[config.mk]
export PLATFORM = sky130hd
export DESIGN_NAME = ram_fifo_ctrl
export DESIGN_NICKNAME = d
export VERILOG_FILES = /design/src/rtl/ram_fifo_ctrl.sv
export SDC_FILE = /design/constraint.sdc
export NUM_CORES = 1
export LEC_CHECK = 0
export CAP_MARGIN = 20
export CORE_MARGIN = 1.5
export CORE_UTILIZATION = 31
export DETAILED_ROUTE_END_ITERATION = 6
export HOLD_SLACK_MARGIN = 0.1
export MAX_ROUTING_LAYER = met4
export PLACE_DENSITY = 0.74
export SLEW_MARGIN = 10
export SYNTH_ARGS = -nofsm -noshare
export SYNTH_HDL_FRONTEND = slang
export SYNTH_SLANG_ARGS = --single-unit
[constraint.sdc]
create_clock -name Clk -period 2.3 [get_ports Clk]
set_input_delay 0.23 -clock Clk [delete_from_list [all_inputs] [get_ports Clk]]
set_output_delay 0.23 -clock Clk [all_outputs]
set_load 0.01 [all_outputs]
[src/rtl/ram_fifo_ctrl.sv]
// FIFO controller driving an 8x8 single-port synchronous RAM; pop has priority over push.
// Optional sticky overflow/underflow flags are enabled by defining RAM_FIFO_ERR_EN.
module ram_fifo_ctrl #(
  parameter int DW    = 8,
  parameter int AW    = 3,
  parameter int DEPTH = 8
) (
  input  logic          Clk,
  input  logic          Rst,
  input  logic          push,
  input  logic [DW-1:0] push_data,
  output logic          push_acc,
  input  logic          pop,
  output logic          pop_acc,
  output logic [DW-1:0] rd_data,
  output logic          rd_valid,
  output logic          full,
  output logic          empty,
  output logic [AW:0]   count,
  output logic [DW-1:0] ram_dataIn,
  output logic [AW-1:0] ram_Addr,
  output logic          ram_CS,
  output logic          ram_WE,
  input  logic [DW-1:0] ram_dataOut
`ifdef RAM_FIFO_ERR_EN
  ,
  output logic          overflow,
  output logic          underflow
`endif
);

  localparam logic [AW:0] FullCount = (AW+1)'(DEPTH);

  logic [AW-1:0] wrPtr_q, wrPtr_d;
  logic [AW-1:0] rdPtr_q, rdPtr_d;
  logic [AW:0]   count_q, count_d;
  logic          rdValid_q;

  assign full     = (count_q == FullCount);
  assign empty    = (count_q == '0);
  assign count    = count_q;
  assign rd_valid = rdValid_q;
  assign rd_data  = ram_dataOut;

  // Single RAM port: an accepted pop owns the port, a push only gets it when no pop is accepted.
  always_comb begin
    pop_acc    = pop & ~empty & ~Rst;
    push_acc   = push & ~full & ~pop_acc & ~Rst;
    ram_CS     = 1'b0;
    ram_WE     = 1'b0;
    ram_Addr   = '0;
    ram_dataIn = '0;
    if (pop_acc) begin
      ram_CS   = 1'b1;
      ram_Addr = rdPtr_q;
    end else if (push_acc) begin
      ram_CS     = 1'b1;
      ram_WE     = 1'b1;
      ram_Addr   = wrPtr_q;
      ram_dataIn = push_data;
    end
  end

  always_comb begin
    wrPtr_d = wrPtr_q;
    rdPtr_d = rdPtr_q;
    count_d = count_q;
    if (push_acc) begin
      wrPtr_d = wrPtr_q + AW'(1);
      count_d = count_q + (AW+1)'(1);
    end
    if (pop_acc) begin
      rdPtr_d = rdPtr_q + AW'(1);
      count_d = count_q - (AW+1)'(1);
    end
  end

  always_ff @(posedge Clk) begin
    if (Rst) begin
      wrPtr_q   <= '0;
      rdPtr_q   <= '0;
      count_q   <= '0;
      rdValid_q <= 1'b0;
    end else begin
      wrPtr_q   <= wrPtr_d;
      rdPtr_q   <= rdPtr_d;
      count_q   <= count_d;
      rdValid_q <= pop_acc;
    end
  end

`ifdef RAM_FIFO_ERR_EN
  logic overflow_q, underflow_q;

  assign overflow  = overflow_q;
  assign underflow = underflow_q;

  // Sticky until reset; a push against a full FIFO is not an error when a pop frees the slot.
  always_ff @(posedge Clk) begin
    if (Rst) begin
      overflow_q  <= 1'b0;
      underflow_q <= 1'b0;
    end else begin
      overflow_q  <= overflow_q | (push & full & ~pop_acc);
      underflow_q <= underflow_q | (pop & empty);
    end
  end
`endif

endmodule

## Word level (Yosys, flattened, before mapping)

Cells that the tools add are included.

- Bits in registers: 11
- Bits in latches: 0
- Bits in writable memories: 0
- Memory bits (read-only): 0
- Input port bits: 20
- Output and inout port bits: 30
- Logic and storage cells: 29
- Memories: 0

- $add $sub $neg: 4
- Multipliers: 0
- Div/mod/pow operators: 0
- Magnitude comparators: 0
- Equality and inequality tests: 1
- Shift-type cells: 0
- Multiplexer cells: 9
- Bitwise gates (word level): 9
- Reductions and logical operators: 2

Operators by type and width:

| operator | count |
|---|---|
| $mux 8 | 2 |
| $mux 4 | 2 |
| $add 3x1->3 const B | 2 |
| $mux 3 | 2 |
| $and 1x1->1 | 5 |
| $add 4x1->4 const B | 1 |
| $eq 4x4->1 const B | 1 |
| $logic_not 4->1 | 1 |
| $not 1->1 | 4 |
| $sub 4x1->4 const B | 1 |
| $mux 1 | 3 |
| $reduce_bool 2->1 | 1 |

## Longest topological paths before layout

- Word-level depth: 9
- Depth in mapped cells: 8
- Depth with buffers taken out: 8

## Least setup slack after synthesis

Ideal clock, no wire load.

- Path type: register -> register
- Start point: reg count_q[0], in the netlist count[0]
- End point: reg count_q[3], in the netlist count[3]
- Library setup time: 124 ps
- Data arrival time: 2022 ps
- Required time: 2176 ps
- Setup slack: 154 ps
- Stages on the path, launching flop included: 9
- Buffers on the path: 0
- Clock period less this slack: 2146 ps
- Cell sequence: dfxtp_1 or4_4 nand2_4 inv_4 ha_1 a21oi_1 a21boi_0 mux2i_1 nand3_1

- Cells in the longest elaborated chain, start to end: 8
- Elaborated cells on any way between the ends: 15
- Those cells by class: 2 x add/sub; 1 x eq/ne; 2 x mux; 8 x bitwise; 2 x reduce/logical

Ends and longest elaborated chain:

| what | RTL line | text |
|---|---|---|
| start: declaration | 36 | `logic [AW:0] count_q, count_d;` |
| start signal: assignment | 87 | `count_q <= count_d;` |
| $logic_not 4->1 * | 40 | `assign empty = (count_q == '0);` |
| $not 1->1 * | 47 | `pop_acc = pop & ~empty & ~Rst;` |
| $and 1x1->1 * (2 in series) | 47 |  |
| via pop_acc | 14 | `output logic pop_acc,` |
| $not 1->1 | 48 | `push_acc = push & ~full & ~pop_acc & ~Rst;` |
| $and 1x1->1 (2 in series) | 48 |  |
| $reduce_bool 2->1 (no source line) | n/a |  |

The timed path passes the listed nets; every way through them passes the cells marked *. The select of a mux whose other input is x is not followed.
A chain may end at the register's enable or synchronous reset.

## Final worst setup path

- Start point: reg count_q[2], in the netlist count[2]
- End point: out empty

- Cells in the longest elaborated chain, start to end: 1

Ends and longest elaborated chain:

| what | RTL line | text |
|---|---|---|
| $logic_not 4->1 | 40 |  |
| end: declaration | 18 | `output logic empty,` |

Every way passes these cells.

==> results_dict.tcl <==
set metrics [dict create \
    gp_congestion 0.872 \
    cts_tree "yes" \
    cts_buffers 3 \
    dp_slack_ps 63.1 \
    cts_max_level 1 \
    dr_wl_met3_um 93 \
    required_ps 2070 \
    p_per_area_nw_per_um2 970 \
    final_area_um2 1170 \
    avgSynthCellArea_um2 8.83 \
    ctsHoldBuffers 0 \
    outcome "complete, no violations" \
    synth_area_um2 786 \
    clockRootBuffer "clkbuf_4" \
    min_period_ps 2190 \
    num_vias 692 \
    grt_max_degree 10 \
    die_h_um 53.3 \
    syn-num-nets 114 \
    highest_layer "met3" \
    postRouteAntennaNets 0 \
    path_class "reg -> out" \
    viasPerCell 4.46 \
    start_util_pct 32.3 \
    met2_length_um 906 \
    gr-total-overflow 0 \
    drive_above_1_share_pct 16.0 \
    synth-seq-cells 11 \
    num_rows 18 \
    fin_cells 155 \
    place_hpwl_mm 1.58 \
    holdWs_ps 460 \
    core_um2 2430 \
    vdd_drop_max_uv 527 \
    path_clk_slew_ps 70 \
    setup_ws_ps 107 \
    numPortBuffers 33 \
    first_global_vias 615 \
    synth_top_family_by_area "simple AND/OR/NAND/NOR gates" \
    synthSimpleGateAreaFrac_pct 30.3 \
    yosysSeqAreaShare_pct 28.0 \
    final.period_utilization_pct 95.4 \
    die_w_um 53.3 \
    worst_pin_slew_ps 293 \
    clock.fmax_mhz 456 \
    antenna_cells 0 \
    dpl.cell_count 150 \
    dr.pass1.iters 4 \
    place_area_um2 1140 \
    synth_warnings 0 \
    synth_xor_area_share_pct 6.69 \
    synth_cell_types 29 \
    maxCapViolCount 0 \
    leakage_uw 0.000585 \
    slew_violations 0 \
    worstPathArrival_ps 1960 \
    syn_inst 89 \
    relSlewSlack_pct 80.4 \
    tns_ps 0 \
    clock_latency_ps 270 \
    syn2layout_area_growth_pct 49.2 \
    fillers 245 \
    routedWlPerCell_um 11.9 \
    wl_mm 1.84 \
    nets 151 \
    setup_viol 0 \
    hold_class "in -> out" \
    synth.area.mux_share_pct 5.10 \
    wl_met1_um 844 \
    fin_skew_ps 4.21 \
    finalHoldViolCount 0 \
    synth_compound_area_share_pct 10.5 \
    cts.path.max_buffers 2 \
    io_pins 50 \
    cp-start-kind "flip-flop" \
    drcViolationCount 0 \
    grtUsageTotal_pct 14.0 \
    synthAdderAreaFrac_pct 8.92 \
    dieArea_um2 2850 \
    cp_max_fo 5 \
    grt_first_pass_wirelength_mm 2.84 \
    antenna_found_initial 0 \
    rsz0062_at_grt "no" \
    cts_sinks 11 \
    end_kind "primary output" \
    first_iter_violations 9 \
]
per-layer routing:
layer | vias up | GRT usage [%]
met5 | - | -
met4 | 0 | 2.56
met3 | 0 | 4.24
met2 | 15 | 21.6
met1 | 313 | 18.3
li1 | 364 | -
power breakdown:
group          switching, µW  internal [µW]  total, µW
Combinational            323            368        691
Sequential              65.6            247        312
Clock                   66.8           67.2        134
Total                    455            682       1140
Yosys cell counts:
master	instances	area (µm²)
nor2_8	1	20.0
nand2_4	1	11.3
a22oi_4	1	21.3
and2_1	8	50.1
fa_1	1	20.0
buf_4	8	60.1
or4b_4	1	13.8
inv_4	1	6.26
a21boi_0	2	15.0
inv_1	2	7.51
nand2_1	8	30.0
o211ai_2	1	12.5
nand3b_2	1	11.3
dfxtp_1	11	220
or4_4	1	11.3
o2111ai_1	1	8.76
nand4_1	2	12.5
o21ai_0	4	20.0
ha_1	4	50.1
clkinv_2	1	5.00
clkbuf_1	1	3.75
nand2b_1	2	12.5
a21oi_1	1	5.00
xnor2_1	1	8.76
nor2_1	10	37.5
nand3_1	3	15.0
mux2i_1	4	40.0
nor2b_1	2	12.5
xor2_1	5	43.8
state kept, by name, indices dropped and copies added (netlist names):
signal	flops
rd_valid	1
wrPtr_q	3
count	4
rdPtr_q	3
repair_timing:
item,CTS,global route
setup endpoints to repair,13,2
buffers inserted,1,0
pin swaps,1,0
resized for setup,12,2
logic make-up (layout without fill, tap and decap cells):
kind of cell,after synthesis,in the layout
AND/OR/NAND/NOR,40,40
buffers and inverters,13,49
flip-flops,11,11
AO/OA/AOI/OAI,10,10
XOR/XNOR,6,6
adder cells (fa/ha/maj),5,5
multiplexers,4,4
worst max-delay path: stages, from the launching register on:
cell             delay (ps)
dfxtp_1                 350
or4_4                   580
buf_4                   180
clkinv_2                 60
clkdlybuf4s50_1         530
cell usage in the layout (no fill, tap or decap), drive strengths merged:
master and instances:
o211ai 1, nand3b 1, o2111ai 1, o21ai 4, clkbuf 4, dlymetal6s2s 1, inv 3, nor2 11
xor2 5, mux2i 4, clkdlybuf4s50 20, nand2 9, dlygate4sd2 12, a21oi 1, nand2b 2, nor2b 2
and2 8, a22oi 1, xnor2 1, or4 1, nand4 2, fa 1, clkinv 1, nand3 3
dfxtp 11, ha 4, or4b 1, buf 8, a21boi 2
worst paths after layout:
path,start,endpoint,slack [ps],depth (start not counted)
max,count[2],empty,110,4
min,ram_dataOut[3],rd_data[3],460,0
max reg2reg,count[2],count[3],160,8
min reg2reg,rdPtr_q[1],rdPtr_q[1],510,2
stage by stage:
step | total power (µW) | util [%]
2_1_floorplan | 712 | -
3_3_place_gp | 980 | 47.0
3_5_place_dp | 1000 | 47.0
4_1_cts | 1150 | 47.7
5_1_grt | 1230 | 48.2
6_report | 1140 | 48.2
area by class of cell:
class	count	area (µm²)	area share (%)
Sequential cell	11	220	18.8
Clock buffer	4	26.3	2.24
Inverter	4	18.8	1.60
Timing Repair Buffer	41	378	32.2
Multi-Input combinational cell	65	492	41.9
Tap cell	30	37.5	3.20
(Power assumes the default switching activity.)
